<file path="config.mk">
export PLATFORM = sky130hd
export DESIGN_NAME = mem_port_arbiter_flat
export DESIGN_NICKNAME = d
export VERILOG_FILES = /design/src/rtl/mem_arb_pkg.sv /design/src/rtl/mem_port_arbiter_if.sv /design/src/rtl/rr_arbiter2.sv /design/src/rtl/mem_port_arbiter.sv /design/src/flat_wrapper.sv
export SDC_FILE = /design/constraint.sdc
export NUM_CORES = 1
export LEC_CHECK = 0
export ABC_AREA = 0
export BUFFER_PORTS_ARGS = -buffer_cell sky130_fd_sc_hd__buf_2
export CAP_MARGIN = 20
export CORE_AREA = 2 2 275 277
export CTS_CLUSTER_DIAMETER = 30
export DETAILED_ROUTE_END_ITERATION = 7
export DIE_AREA = 0 0 277 279
export SETUP_SLACK_MARGIN = 0.1
export SLEW_MARGIN = 20
export SYNTH_ARGS = -nofsm -noshare
export SYNTH_HDL_FRONTEND = slang
export SYNTH_SLANG_ARGS = --single-unit
</file>
<file path="constraint.sdc">
create_clock -name clk -period 2.6 [get_ports clk]
set_input_delay 0.39 -clock clk [delete_from_list [all_inputs] [get_ports clk]]
set_output_delay 0.39 -clock clk [all_outputs]
set_load 0.05 [all_outputs]
</file>
<file path="src/rtl/mem_arb_pkg.sv">
// Shared types and constants for the I/D cache memory port arbiter.
package mem_arb_pkg;
  localparam int ADDR_W  = 10;
  localparam int BLOCK_W = 128;
  localparam int OFF_W   = 4;

  localparam logic REQ_I = 1'b0;
  localparam logic REQ_D = 1'b1;

  typedef enum logic [1:0] {
    IDLE = 2'd0,
    WB   = 2'd1,
    FILL = 2'd2,
    DONE = 2'd3
  } arb_state_e;

  function automatic logic [ADDR_W-1:0] block_addr(input logic [ADDR_W-1:0] a);
    return {a[ADDR_W-1:OFF_W], {OFF_W{1'b0}}};
  endfunction
endpackage

</file>
<file path="src/rtl/mem_port_arbiter_if.sv">
// Cache-side and memory-side signals of the memory port arbiter; slave = arbiter view.
interface mem_port_arbiter_if;
  import mem_arb_pkg::*;

  logic               req_i;
  logic               dirty_i;
  logic [ADDR_W-1:0]  fill_addr_i;
  logic [ADDR_W-1:0]  wb_addr_i;
  logic [BLOCK_W-1:0] wb_data_i;
  logic               req_d;
  logic               dirty_d;
  logic [ADDR_W-1:0]  fill_addr_d;
  logic [ADDR_W-1:0]  wb_addr_d;
  logic [BLOCK_W-1:0] wb_data_d;
  logic               ack_i;
  logic               ack_d;
  logic [BLOCK_W-1:0] rdata;
  logic               busy;
  logic               mem_req;
  logic               mem_we;
  logic [ADDR_W-1:0]  mem_addr;
  logic [BLOCK_W-1:0] mem_wdata;
  logic [BLOCK_W-1:0] mem_rdata;
  logic               mem_ready;

  modport slave (
    input  req_i, dirty_i, fill_addr_i, wb_addr_i, wb_data_i,
    input  req_d, dirty_d, fill_addr_d, wb_addr_d, wb_data_d,
    output ack_i, ack_d, rdata, busy,
    output mem_req, mem_we, mem_addr, mem_wdata,
    input  mem_rdata, mem_ready
  );

  modport master (
    output req_i, dirty_i, fill_addr_i, wb_addr_i, wb_data_i,
    output req_d, dirty_d, fill_addr_d, wb_addr_d, wb_data_d,
    input  ack_i, ack_d, rdata, busy,
    input  mem_req, mem_we, mem_addr, mem_wdata,
    output mem_rdata, mem_ready
  );
endinterface

</file>
<file path="src/rtl/rr_arbiter2.sv">
// Two-requester picker for the memory port: round-robin by default,
// fixed D priority (no pointer register) when MEM_ARB_FIXED_PRIO_EN is defined.
module rr_arbiter2
  import mem_arb_pkg::*;
(
  input  logic clk,
  input  logic rst_n,
  input  logic req_i,
  input  logic req_d,
  input  logic advance,
  input  logic last_id,
  output logic grant_id
);
`ifdef MEM_ARB_FIXED_PRIO_EN
  logic unused_rr;
  assign unused_rr = ^{clk, rst_n, req_i, advance, last_id};
  assign grant_id  = req_d ? REQ_D : REQ_I;
`else
  logic ptr;

  // pointer names the preferred requester; after a grant it moves to the other one
  always_ff @(posedge clk or negedge rst_n) begin
    if (!rst_n)       ptr <= REQ_I;
    else if (advance) ptr <= ~last_id;
  end

  assign grant_id = (req_i && req_d) ? ptr : (req_d ? REQ_D : REQ_I);
`endif
endmodule

</file>
<file path="src/rtl/mem_port_arbiter.sv">
// Serialises I/D cache misses onto one memory port: optional victim write-back, then refill.
// Build option MEM_ARB_FIXED_PRIO_EN: D always wins ties instead of round-robin.
module mem_port_arbiter
  import mem_arb_pkg::*;
(
  input logic               clk,
  input logic               rst_n,
  mem_port_arbiter_if.slave bus
);
  // state | meaning
  // IDLE  | waiting for a miss request
  // WB    | writing the dirty victim block back
  // FILL  | reading the missing block
  // DONE  | one-cycle ack to the granted requester

  arb_state_e         state, nxt;
  logic               gnt_id, gnt_q, id_sel, win_dirty, any_req;
  logic [ADDR_W-1:0]  fill_addr_q, wb_addr_q, fill_sel, wb_sel, mem_addr_q;
  logic [BLOCK_W-1:0] wb_data_q, wb_data_sel, rdata_q, mem_wdata_q;
  logic               mem_req_q, mem_we_q, ack_i_q, ack_d_q;

  assign any_req = bus.req_i | bus.req_d;

  rr_arbiter2 u_arb (
    .clk      (clk),
    .rst_n    (rst_n),
    .req_i    (bus.req_i),
    .req_d    (bus.req_d),
    .advance  (state == DONE),
    .last_id  (gnt_q),
    .grant_id (gnt_id)
  );

  // In IDLE the winner's live inputs feed the registered outputs; afterwards only the latched copy
  always_comb begin
    win_dirty = (gnt_id == REQ_D) ? bus.dirty_d : bus.dirty_i;
    if (state == IDLE) begin
      id_sel      = gnt_id;
      fill_sel    = (gnt_id == REQ_D) ? bus.fill_addr_d : bus.fill_addr_i;
      wb_sel      = (gnt_id == REQ_D) ? bus.wb_addr_d   : bus.wb_addr_i;
      wb_data_sel = (gnt_id == REQ_D) ? bus.wb_data_d   : bus.wb_data_i;
    end else begin
      id_sel      = gnt_q;
      fill_sel    = fill_addr_q;
      wb_sel      = wb_addr_q;
      wb_data_sel = wb_data_q;
    end
  end

  always_comb begin
    nxt = state;
    case (state)
      IDLE:    if (any_req) nxt = win_dirty ? WB : FILL;
      WB:      if (bus.mem_ready) nxt = FILL;
      FILL:    if (bus.mem_ready) nxt = DONE;
      DONE:    nxt = IDLE;
      default: nxt = IDLE;
    endcase
  end

  always_ff @(posedge clk or negedge rst_n) begin
    if (!rst_n) begin
      state       <= IDLE;
      gnt_q       <= REQ_I;
      fill_addr_q <= '0;
      wb_addr_q   <= '0;
      wb_data_q   <= '0;
      mem_req_q   <= 1'b0;
      mem_we_q    <= 1'b0;
      mem_addr_q  <= '0;
      mem_wdata_q <= '0;
      rdata_q     <= '0;
      ack_i_q     <= 1'b0;
      ack_d_q     <= 1'b0;
    end else begin
      state <= nxt;
      if (state == IDLE && any_req) begin
        gnt_q       <= id_sel;
        fill_addr_q <= fill_sel;
        wb_addr_q   <= wb_sel;
        wb_data_q   <= wb_data_sel;
      end
      mem_req_q   <= (nxt == WB) || (nxt == FILL);
      mem_we_q    <= (nxt == WB);
      mem_addr_q  <= (nxt == WB)   ? block_addr(wb_sel) :
                     (nxt == FILL) ? block_addr(fill_sel) : '0;
      mem_wdata_q <= (nxt == WB) ? wb_data_sel : '0;
      if (state == FILL && bus.mem_ready) rdata_q <= bus.mem_rdata;
      ack_i_q     <= (nxt == DONE) && (id_sel == REQ_I);
      ack_d_q     <= (nxt == DONE) && (id_sel == REQ_D);
    end
  end

  assign bus.mem_req   = mem_req_q;
  assign bus.mem_we    = mem_we_q;
  assign bus.mem_addr  = mem_addr_q;
  assign bus.mem_wdata = mem_wdata_q;
  assign bus.rdata     = rdata_q;
  assign bus.ack_i     = ack_i_q;
  assign bus.ack_d     = ack_d_q;
  assign bus.busy      = (state != IDLE);
endmodule
</file>
<file path="src/flat_wrapper.sv">
// flat-port wrapper written by rule: the top's interface ports become plain ports
module mem_port_arbiter_flat import mem_arb_pkg::*;
  (clk, rst_n, bus_req_i, bus_dirty_i, bus_fill_addr_i, bus_wb_addr_i, bus_wb_data_i, bus_req_d, bus_dirty_d, bus_fill_addr_d, bus_wb_addr_d, bus_wb_data_d, bus_ack_i, bus_ack_d, bus_rdata, bus_busy, bus_mem_req, bus_mem_we, bus_mem_addr, bus_mem_wdata, bus_mem_rdata, bus_mem_ready);
  mem_port_arbiter_if bus_i ();
  input logic clk;
  input logic rst_n;
  input wire logic [$bits(bus_i.req_i)-1:0] bus_req_i;
  input wire logic [$bits(bus_i.dirty_i)-1:0] bus_dirty_i;
  input wire logic [$bits(bus_i.fill_addr_i)-1:0] bus_fill_addr_i;
  input wire logic [$bits(bus_i.wb_addr_i)-1:0] bus_wb_addr_i;
  input wire logic [$bits(bus_i.wb_data_i)-1:0] bus_wb_data_i;
  input wire logic [$bits(bus_i.req_d)-1:0] bus_req_d;
  input wire logic [$bits(bus_i.dirty_d)-1:0] bus_dirty_d;
  input wire logic [$bits(bus_i.fill_addr_d)-1:0] bus_fill_addr_d;
  input wire logic [$bits(bus_i.wb_addr_d)-1:0] bus_wb_addr_d;
  input wire logic [$bits(bus_i.wb_data_d)-1:0] bus_wb_data_d;
  output wire logic [$bits(bus_i.ack_i)-1:0] bus_ack_i;
  output wire logic [$bits(bus_i.ack_d)-1:0] bus_ack_d;
  output wire logic [$bits(bus_i.rdata)-1:0] bus_rdata;
  output wire logic [$bits(bus_i.busy)-1:0] bus_busy;
  output wire logic [$bits(bus_i.mem_req)-1:0] bus_mem_req;
  output wire logic [$bits(bus_i.mem_we)-1:0] bus_mem_we;
  output wire logic [$bits(bus_i.mem_addr)-1:0] bus_mem_addr;
  output wire logic [$bits(bus_i.mem_wdata)-1:0] bus_mem_wdata;
  input wire logic [$bits(bus_i.mem_rdata)-1:0] bus_mem_rdata;
  input wire logic [$bits(bus_i.mem_ready)-1:0] bus_mem_ready;
  assign bus_i.req_i = bus_req_i;
  assign bus_i.dirty_i = bus_dirty_i;
  assign bus_i.fill_addr_i = bus_fill_addr_i;
  assign bus_i.wb_addr_i = bus_wb_addr_i;
  assign bus_i.wb_data_i = bus_wb_data_i;
  assign bus_i.req_d = bus_req_d;
  assign bus_i.dirty_d = bus_dirty_d;
  assign bus_i.fill_addr_d = bus_fill_addr_d;
  assign bus_i.wb_addr_d = bus_wb_addr_d;
  assign bus_i.wb_data_d = bus_wb_data_d;
  assign bus_ack_i = bus_i.ack_i;
  assign bus_ack_d = bus_i.ack_d;
  assign bus_rdata = bus_i.rdata;
  assign bus_busy = bus_i.busy;
  assign bus_mem_req = bus_i.mem_req;
  assign bus_mem_we = bus_i.mem_we;
  assign bus_mem_addr = bus_i.mem_addr;
  assign bus_mem_wdata = bus_i.mem_wdata;
  assign bus_i.mem_rdata = bus_mem_rdata;
  assign bus_i.mem_ready = bus_mem_ready;
  mem_port_arbiter u_core (.clk(clk), .rst_n(rst_n), .bus(bus_i));
endmodule
</file>
==> flow_summary.ini <==
[route]
wirelength_um = 54100
drt.antenna.violating_nets = 0
drc = 0
routedWlPerCell_um = 16.5
vias = 13700
drt-vias-per-instance = 4.18
drtIter0Drc = 680
dr.pass1.iters = 5

[clock_network]
clock_latency_ns = 0.62
cts_root_buffer = clkbuf_16
clk_pin_slew_ns = 0.05
numCtsBuffers = 91
cts_sinks = 410
cts_max_path_buffers = 3
cts_tree = done
htree_levels = 3

[power]
p_leak_nw = 12.9
p_per_area_nw_per_um2 = 1510
switching_share_pct = 43.3
p_sw_mw = 16.8
seq_power_share_pct = 27.4
irDropWorstVdd_mv = 0.942
internal_power_mw = 22.0
p_comb_share_pct = 40.8
p_clk_share_pct = 31.8
power.total_mw = 38.8

[synth]
ys_ff_latch = 410
netlist_instances = 1397
synth_top_cell_area_share_pct = 62.0
syn_area_um2 = 16600
synth-async-reset-ratio_pct = 100
synthDistinctLibCells = 31
syn_avg_cell_area_um2 = 11.9
synth_top_cell_by_area = dfrtp_1
synthFlopType = dfrtp_1
yosys_warnings = 0
yosysMostFrequentCell = dfrtp_1
synth_edf_count = 0
yosysSeqAreaShare_pct = 62.0
ys_top_cells_by_area = dfrtp_1 (62%), mux2_2 (8.7%), mux2i_1 (8.2%)
yosys-top-cells-count = dfrtp_1 (410), o21ai_0 (264), nand2_1 (150)

[placed_design]
dp_hpwl_um = 38000
portBuffers = 681
gp_congestion = 0.828

[sta]
max_freq_mhz = 426
period_share_pct = 90.3
setup_viol = 0
slew-limit-headroom_pct = 45.8
drv_slew = 0
finClkSkew_ns = 0.0373
min_period_ns = 2.35
timing.hold.ws_ns = 0.0425
worstMarginPinSlew_ns = 0.813
hold_viol_final = 0
rsz0062_at_grt = false
fin_tns_setup_ns = 0

[critical_path]
path_buf_inv = 2
slowest_stage = dfrtp_1
cpMostUsedCell = buf_4
cp.depth = 8
worst-endpoint-required_ns = 3.14
worstPathArrival_ns = 2.89
crit_type = reg2reg
cp_top_family = compound AO/OA/AOI/OAI gates
crit_chain = nor2_4 -> o21ai_4 -> o221ai_2 -> ha_4 -> buf_4 -> o22ai_1 -> o32ai_1 -> buf_4
end_kind = register
reg2reg_depth = 8
slowest_delay_ns = 0.46
startpoint_type = register
path_max_fanout = 22

[global_routing]
track_usage_pct = 13.7
grt_max_degree = 145
grt_pass1_vias = 14200
grt_pass1_wl_um = 82700
grt-ovfl-total = 0
antenna_found_initial = 9

[hold_path]
min_path_cells = 3
worst_hold_path_type = in2reg

[layout]
drive_above_1_share_pct = 44.0
multiInputGateArea_um2 = 5790
nFillCells = 7300
synthToLayoutAreaGrowth_pct = 55.6
final_nets = 2653
seqCellArea_um2 = 10300
fin_util_pct = 34.8

[floorplan]
io-pin-count = 702
die_y_um = 279
die_w_um = 277
initial_core_util_pct = 22.3
core.rowCount = 100
coreArea_um2 = 74100
dieArea_um2 = 77300

[run_status]
status = finished, final reports clean

[flow_run]
drv_cap = 0
flip-flops by register name (all words and copies together) (netlist names):
signal and flops:
u_core.bus.ack_i 1, u_core.fill_addr_q 6, u_core.bus.mem_we 1, u_core.bus.rdata 128
u_core.gnt_q 1, u_core.state 2, u_core.bus.mem_req 1, u_core.wb_data_q 128
u_core.wb_addr_q 6, u_core.u_arb.ptr 1, u_core.bus.mem_addr 6, u_core.bus.mem_wdata 128
u_core.bus.ack_d 1
layout by cell type, fill, tap and decap left out, types with 3 or more instances in the layout:
master and instances:
nor3_1 12, clkinv_2 15, bufinv_16 16, inv_1 6, mux2i_1 136, a21oi_1 128, dfrtp_1 410, clkinvlp_4 10
o21ai_0 264, o32ai_1 6, dlygate4sd3_1 123, mux2_2 128, diode_2 6, buf_2 680, nor2_1 9, nand2_1 150
o22ai_1 6, buf_4 18, inv_6 3, clkinv_4 8, conb_1 4, clkinv_16 3, clkbuf_8 9, and3_1 6
a31oi_1 8, buf_12 15, clkbuf_16 94, clkbuf_1 8
metal layers:
layer / routed length, um / global-route usage (%) / up-vias
li1: - / - / 6580
met1: 21300 / 15.8 / 6434
met2: 25600 / 22.4 / 541
met3: 4860 / 5.19 / 120
met4: 2280 / 6.98 / 2
met5: 13 / 0 / -
metrics by stage:
stage	setup slack, ns	instances	area [um^2]
floorplan	0.108	1400	16600
global placement	0.0657	2972	21100
detailed placement	0.00676	2972	21100
CTS	0.202	3264	25700
global route	0.157	3270	25800
finish	0.252	3270	25800
worst min-delay path, cell delays in order:
cell	delay, ns
buf_2	0.12
nand2_1	0.05
a31oi_1	0.07
worst paths after layout:
check	startpoint	slack [ns]	to
max in group asynchronous	rst_n	1.41	u_core.bus.rdata[16]
max	u_core.state[1]	0.25	u_core.bus.mem_addr[6]
min	bus_wb_addr_d[7]	0.04	u_core.wb_addr_q[7]
max reg2reg	u_core.state[1]	0.25	u_core.bus.mem_addr[6]
min reg2reg	u_core.wb_data_q[14]	0.47	u_core.wb_data_q[14]
min in group asynchronous	rst_n	0.33	u_core.wb_data_q[107]
power by group through the flow:
| stage | Combinational [mW] | Clock [mW] | Sequential, mW |
|---|---|---|---|
| 3_5_place_dp | 15.8 | 0 | 10.7 |
| 6_report | 15.8 | 12.3 | 10.6 |
| 3_3_place_gp | 15.6 | 0 | 10.6 |
| 4_1_cts | 16.0 | 12.6 | 10.6 |
| 2_1_floorplan | 5.02 | 0 | 17.0 |
| 5_1_grt | 16.9 | 13.0 | 11.0 |
final cells by class:
| class | count | share of cell area, % |
|---|---|---|
| Sequential cell | 410 | 39.8 |
| Multi-Input combinational cell | 873 | 22.5 |
| Tap cell | 969 | 4.71 |
| Timing Repair Buffer | 837 | 19.7 |
| Clock inverter | 58 | 3.34 |
| Inverter | 6 | 0.0874 |
| Clock buffer | 111 | 9.73 |
| Antenna cell | 6 | 0.0583 |
logic make-up (layout without fill, tap and decap cells):
family                     after synthesis  after routing  synth area share, %
muxes                                  264            264                 16.9
and+or+nand+nor                        182            182                 4.43
adders and majority gates                3              3                0.227
buffers and inverters                  117           1012                 3.30
AOI/OAI and AO/OA                      420            420                 13.1
other                                    1             10               0.0227
DFF                                    410            410                 62.0
repair_timing:
| action | in CTS | in global routing |
|---|---|---|
| hold buffers | 123 | 0 |
| setup buffers | 0 | 0 |
| gates resized for setup | 1 | 0 |
| endpoints found under the setup margin | 1 | 0 |
| hold endpoints to repair | 167 | 0 |
No activity file was read; power rests on OpenSTA's default activity.
